$ cat src/rtl/layer_compositor.sv
// rtl/layer_compositor.sv - N-layer priority pixel compositor with collision report and flash
module layer_compositor #(
    parameter int LAYERS       = 4,
    parameter int CH_W         = 4,
    parameter int FLASH_FRAMES = 8,
    localparam int RGB_W       = 3 * CH_W,
    localparam int PAIRS       = LAYERS * (LAYERS - 1) / 2
) (
    input  logic                    clk,
    input  logic                    rst_n,
    input  logic [LAYERS*RGB_W-1:0] layer_rgb_i,
    input  logic [LAYERS-1:0]       layer_alpha_i,
    input  logic                    disp_i,
    input  logic                    frame_start_i,
    input  logic [LAYERS-1:0]       layer_en_i,
    input  logic                    dim_i,
    input  logic [RGB_W-1:0]        bg_rgb_i,
    input  logic [RGB_W-1:0]        flash_rgb_i,
    input  logic                    flash_req_i,
    output logic [RGB_W-1:0]        rgb_o,
    output logic                    disp_o,
    output logic [PAIRS-1:0]        coll_o,
    output logic                    coll_valid_o,
    output logic                    flash_active_o
);

    logic [LAYERS-1:0]       en_sh;
    logic                    dim_sh;

    logic [LAYERS-1:0]       alpha_s1;
    logic [LAYERS*RGB_W-1:0] rgb_s1;
    logic                    disp_s1;
    logic                    dim_s1;

    logic [7:0]              flash_cnt;
    logic [7:0]              flash_cnt_nxt;

    logic [PAIRS-1:0]        coll_acc;
    logic [PAIRS-1:0]        coll_now;

    logic                    hit;
    logic [RGB_W-1:0]        layer_px;
    logic [RGB_W-1:0]        pix;
    logic [RGB_W-1:0]        pix_out;

    // Per-frame shadow of enable mask and dim; pixels on the load edge still see old values
    always_ff @(posedge clk or negedge rst_n) begin
        if (!rst_n) begin
            en_sh  <= '1;
            dim_sh <= 1'b0;
        end else if (frame_start_i) begin
            en_sh  <= layer_en_i;
            dim_sh <= dim_i;
        end
    end

    // Stage 1: capture masked alphas, colours, visibility and the dim mode in force for this pixel
    always_ff @(posedge clk or negedge rst_n) begin
        if (!rst_n) begin
            alpha_s1 <= '0;
            rgb_s1   <= '0;
            disp_s1  <= 1'b0;
            dim_s1   <= 1'b0;
        end else begin
            alpha_s1 <= layer_alpha_i & en_sh;
            rgb_s1   <= layer_rgb_i;
            disp_s1  <= disp_i;
            dim_s1   <= dim_sh;
        end
    end

    // Pair bit K enumerates (0,1),(0,2)..(0,N-1),(1,2)..(N-2,N-1)
    for (genvar i = 0; i < LAYERS - 1; i++) begin : g_row
        for (genvar j = i + 1; j < LAYERS; j++) begin : g_col
            localparam int K = i * (2 * LAYERS - i - 1) / 2 + (j - i - 1);
            assign coll_now[K] = disp_s1 & alpha_s1[i] & alpha_s1[j];
        end
    end

    // Lowest-index opaque layer wins; otherwise background (flash colour on odd counts)
    always_comb begin
        hit      = 1'b0;
        layer_px = '0;
        for (int k = LAYERS - 1; k >= 0; k--) begin
            if (alpha_s1[k]) begin
                hit      = 1'b1;
                layer_px = rgb_s1[k*RGB_W +: RGB_W];
            end
        end
        if (!disp_s1) begin
            pix = '0;
        end else if (hit) begin
            pix = layer_px;
        end else if (flash_cnt[0]) begin
            pix = flash_rgb_i;
        end else begin
            pix = bg_rgb_i;
        end
        pix_out = pix;
        if (dim_s1) begin
            for (int c = 0; c < 3; c++) begin
                pix_out[c*CH_W +: CH_W] = pix[c*CH_W +: CH_W] >> 1;
            end
        end
    end

    // Stage 2: registered pixel and aligned display enable
    always_ff @(posedge clk or negedge rst_n) begin
        if (!rst_n) begin
            rgb_o  <= '0;
            disp_o <= 1'b0;
        end else begin
            rgb_o  <= pix_out;
            disp_o <= disp_s1;
        end
    end

    // Collision accumulation; frame start snapshots including this cycle's contribution
    always_ff @(posedge clk or negedge rst_n) begin
        if (!rst_n) begin
            coll_acc     <= '0;
            coll_o       <= '0;
            coll_valid_o <= 1'b0;
        end else begin
            coll_valid_o <= frame_start_i;
            if (frame_start_i) begin
                coll_o   <= coll_acc | coll_now;
                coll_acc <= '0;
            end else begin
                coll_acc <= coll_acc | coll_now;
            end
        end
    end

    // Flash counter: a request (re)loads and beats a coincident frame-start decrement
    always_comb begin
        flash_cnt_nxt = flash_cnt;
        if (flash_req_i) begin
            flash_cnt_nxt = 8'(FLASH_FRAMES);
        end else if (frame_start_i && (flash_cnt != 8'd0)) begin
            flash_cnt_nxt = flash_cnt - 8'd1;
        end
    end

    // Flash counter register and its registered activity flag
    always_ff @(posedge clk or negedge rst_n) begin
        if (!rst_n) begin
            flash_cnt      <= 8'd0;
            flash_active_o <= 1'b0;
        end else begin
            flash_cnt      <= flash_cnt_nxt;
            flash_active_o <= (flash_cnt_nxt != 8'd0);
        end
    end

endmodule

$ cat config.mk
export PLATFORM = sky130hd
export DESIGN_NAME = layer_compositor
export DESIGN_NICKNAME = d
export VERILOG_FILES = /design/src/rtl/layer_compositor.sv
export SDC_FILE = /design/constraint.sdc
export NUM_CORES = 1
export LEC_CHECK = 0
export CAP_MARGIN = 30
export CORE_MARGIN = 8
export CORE_UTILIZATION = 39
export DETAILED_ROUTE_END_ITERATION = 10
export PLACE_DENSITY = 0.67
export SYNTH_ARGS = -nofsm -noshare
export SYNTH_HDL_FRONTEND = slang
export SYNTH_SLANG_ARGS = --single-unit
$ cat constraint.sdc
create_clock -name clk -period 8.07 [get_ports clk]
set_clock_uncertainty 0.05 [all_clocks]
set_input_delay 1.2105 -clock clk [delete_from_list [all_inputs] [get_ports clk]]
set_output_delay 1.2105 -clock clk [all_outputs]
set_load 0.03 [all_outputs]
==> metrics list <==
- At the later pin of the worst-skew pair, clock insertion delay measures 350 ps.
- Summing every instance area after synthesis gives 0.00353 mm².
- Total number of nets in the final design: 465
- Clock sinks: 94
* Cell type with the highest aggregate area in the netlist: sky130_fd_sc_hd__dfrtp_1
- Port buffering added 106 buffers.
* Data required, critical path: around 8200 ps
- Counting along the longest clock path gives a buffer depth of 2.
- DIE HEIGHT: 111 µm
* Type of the setup path with the least slack: primary input to register
- Measured along the x axis, the die boundary spans about 110 µm.
- Ranking of synthesized cells by instance count: 90 x sky130_fd_sc_hd__dfrtp_1, 26 x sky130_fd_sc_hd__nor2_1, 21 x sky130_fd_sc_hd__o22ai_1
- Fraction of the core area covered by cells at the end of the flow: a little under three fifths
- The run finished with clean final reports.
* Non-Filler Instances: approximately 490
* Ratio of cells with drive above 1 in the final layout: under 10%
- Via count of the routed design: 2546
- IO Pins: 107
- Antenna Nets Post-Route: 0
- Detailed placement finished with a half-perimeter wire length of between 6000 and 7000 µm.
- Cell at the root of the clock tree: sky130_fd_sc_hd__clkbuf_8
- Pins over their slew limit: 0
* Number of maximum-capacitance violations: 0
- Summed over all cells, the static leakage comes to 0.00199 µW.
- Storage element area: between 0.002 and 0.0025 mm²
- TritonCTS built the clock tree.
- Post-CTS setup-driven buffer insertion count: 0
- Worst Setup End Kind: register
- At the pin with the least slew margin, the transition time is around 980 ps.
- In the synthesized netlist the dominant register cell turns out to be sky130_fd_sc_hd__dfrtp_1.
- The synthesized design contains 94 register bits.
- Remaining routing DRC violations: 0
* Number of failing hold endpoints at the final stage: 0
* Maximum vdd drop: slightly below 0.00009 V
- Relative slew slack: 34.3%
* Net count after synthesis: ~360
- The worst hold path belongs to the class register to register.
- The number of gates resized after CTS was 0.
- The congestion estimate from routability-driven global placement came to 0.819.
- Largest net degree at the start of global routing: 61
* Ant diodes: 0
- Congestion Overflow GR: 0
* EDFF count, synth: 0
* Routed length per instance: 17.9 µm
- After layout, the minimum clock period comes to roughly 3800 ps.
- For the final routed database, the setup TNS stands at 0 ps.
- Based on the critical path, the design can be clocked at up to around 0.26 GHz.
* Wire length after detailed routing: around 9000 µm
- The number of global-route vias before repair was about 2700.
- Fillers: ~760
* Largest fanout on the critical path: 29
- The first detailed-routing pass took 4 iterations.
- STA classifies the critical path startpoint as a primary input.
- Count of mapped cells out of synthesis: between 200 and 300
* Initial core utilization: about two fifths
* Warning count from the yosys run: 0
- First-pass GRT wire length: 14200 µm
* Post-route clock period utilization: 47.5%
- Dividing the synthesized area by the synthesized cell count gives 12.8 µm².
* Number of distinct standard cells referenced by the synthesized netlist: 41
* Clock transition time at the flip-flop clock pins of the worst setup and hold paths: ~80 ps
- Dividing the detail-routed via count by the number of cells gives roughly 5.2.
- After detailed placement, the design holds a cell count of roughly 470.
- The die covers 0.0123 mm².
- Antenna violations before repair: 0
- For this run, the total global-route usage over all layers was measured as between 10 and 15%.
- # hold bufs at CTS: 0
- The detailed router finished its first iteration with 183 violations.
- Power Dens Cells: between 200 and 250 mW/mm²
* RSZ-0062 raised after global routing: no
- Fraction of registers with async set/reset: 100%
- In the post-synthesis netlist, the biggest area contributors are sky130_fd_sc_hd__dfrtp_1 64%, sky130_fd_sc_hd__o22ai_1 3.7%, sky130_fd_sc_hd__dfstp_2 3.0%, sky130_fd_sc_hd__nor2_1 2.8%, sky130_fd_sc_hd__mux2_2 2.6%.
- The most common cell in the synthesized netlist is sky130_fd_sc_hd__dfrtp_1.
- Top-area cell type share of the netlist area: between 60% and 70%
- Buffers inserted during clock tree synthesis total 9.
* CTS H-Tree Depth: 3
- Data arrives at the worst endpoint at 4000 ps.
- Proportion of synthesized chip area in sequential cells: about two thirds
- Final setup vio count: 0
- FP Rows: 34
- Layout-stage area growth over the synthesis result: 37.0%
- The multi-input combinational cells in the finished layout cover a total of 0.00106 mm².
* Core ar.: 0.00876 mm²
## critical path, cell delays in order
cell and delay (ps):
sky130_fd_sc_hd__clkdlybuf4s50_1 1120, sky130_fd_sc_hd__or4b_1 530, sky130_fd_sc_hd__a21oi_1 160, sky130_fd_sc_hd__o31ai_1 100
sky130_fd_sc_hd__or3_1 390, sky130_fd_sc_hd__or4_1 490
## state kept, by name, summed over array words and instances, names as in the netlist
signal	cells
flash_cnt	8
disp_o	1
dim_s1	1
en_sh	4
dim_sh	1
coll_acc	6
coll_o	6
coll_valid_o	1
disp_s1	1
alpha_s1	4
rgb_o	12
flash_active_o	1
rgb_s1	48
## area by class of cell
type	count	area share [%]
flip-flops and latches	94	48.8
repair buffers	107	22.5
multi-input cells	159	21.9
clock buffers	11	2.93
well taps	108	2.80
clock inverters	4	0.647
inverters	6	0.466
## per-layer routing
layer  global-route usage, %  part of all wire, %  routed length [µm]  vias to the layer above
met5                       0                    0                   0                        -
met4                    4.27                 0.87                  76                        0
met3                    4.44                  5.6                 491                        6
met2                    25.5                   53                4680                       80
met1                    16.1                   40                3530                     1255
li1                        -                    -                   -                     1205
## cells by family (layout without fill, tap and decap cells)
family | after synthesis | after routing | synth area share [%]
AO/OA/AOI/OAI | 83 | 83 | 15.6
XOR/XNOR | 2 | 2 | 0.497
adder cells (fa/ha/maj) | 2 | 2 | 0.710
buffers and inverters | 22 | 128 | 3.12
flip-flops | 94 | 94 | 66.9
multiplexers | 8 | 8 | 2.56
AND/OR/NAND/NOR | 64 | 64 | 10.6
## through the flow
stage          total power, µW  hold slack [ps]  setup WS (ps)  area [µm²]
6_report                  1020              327           4230        4830
3_5_place_dp               756              310           3880        4660
3_3_place_gp               749              311           3940        4630
4_1_cts                   1030              329           4250        4830
5_1_grt                   1070              340           4080        4830
2_1_floorplan              653              300           5080        3530
## report_power, final
group | switching [µW] | leakage, µW | internal, µW
sequential | 28.3 | 0.00114 | 506
combinational | 106 | 0.000765 | 104
clock | 153 | 0.0000898 | 121
## layout by cell type, fill, tap and decap left out, types with 2 or more instances in the layout
cell type and count:
sky130_fd_sc_hd__o221ai_1 10, sky130_fd_sc_hd__ha_1 2, sky130_fd_sc_hd__o21bai_1 2, sky130_fd_sc_hd__a21oi_1 13, sky130_fd_sc_hd__nand2b_1 5, sky130_fd_sc_hd__nor2b_1 8
sky130_fd_sc_hd__inv_1 6, sky130_fd_sc_hd__nor3_1 2, sky130_fd_sc_hd__or4b_1 2, sky130_fd_sc_hd__a211oi_1 10, sky130_fd_sc_hd__clkinv_4 2, sky130_fd_sc_hd__mux2_2 8
sky130_fd_sc_hd__nand2_1 6, sky130_fd_sc_hd__dfrtp_1 90, sky130_fd_sc_hd__clkdlybuf4s50_1 105, sky130_fd_sc_hd__nor2_1 26, sky130_fd_sc_hd__a211o_1 3, sky130_fd_sc_hd__a31oi_1 7
sky130_fd_sc_hd__dfstp_2 4, sky130_fd_sc_hd__o21ai_1 10, sky130_fd_sc_hd__o21ai_0 3, sky130_fd_sc_hd__and2_1 4, sky130_fd_sc_hd__clkbuf_8 10, sky130_fd_sc_hd__o22ai_1 21
## final timing paths
| kind | from | end | slack (ps) | cells after the start |
|---|---|---|---|---|
| min in group asynchronous | rst_n | rgb_o[11]$_DFF_PN0_ | 750 | 1 |
| max reg2reg | flash_cnt[0]$_DFF_PN0_ | flash_active_o$_DFF_PN0_ | 5010 | 7 |
| min | dim_sh$_DFFE_PN0P_ | dim_s1$_DFF_PN0_ | 330 | 0 |
| max in group asynchronous | rst_n | en_sh[0]$_DFFE_PN1P_ | 6550 | 2 |
| min reg2reg | dim_sh$_DFFE_PN0P_ | dim_s1$_DFF_PN0_ | 330 | 0 |
| max | frame_start_i | flash_active_o$_DFF_PN0_ | 4230 | 6 |
Power figures use the tool's default switching activity.
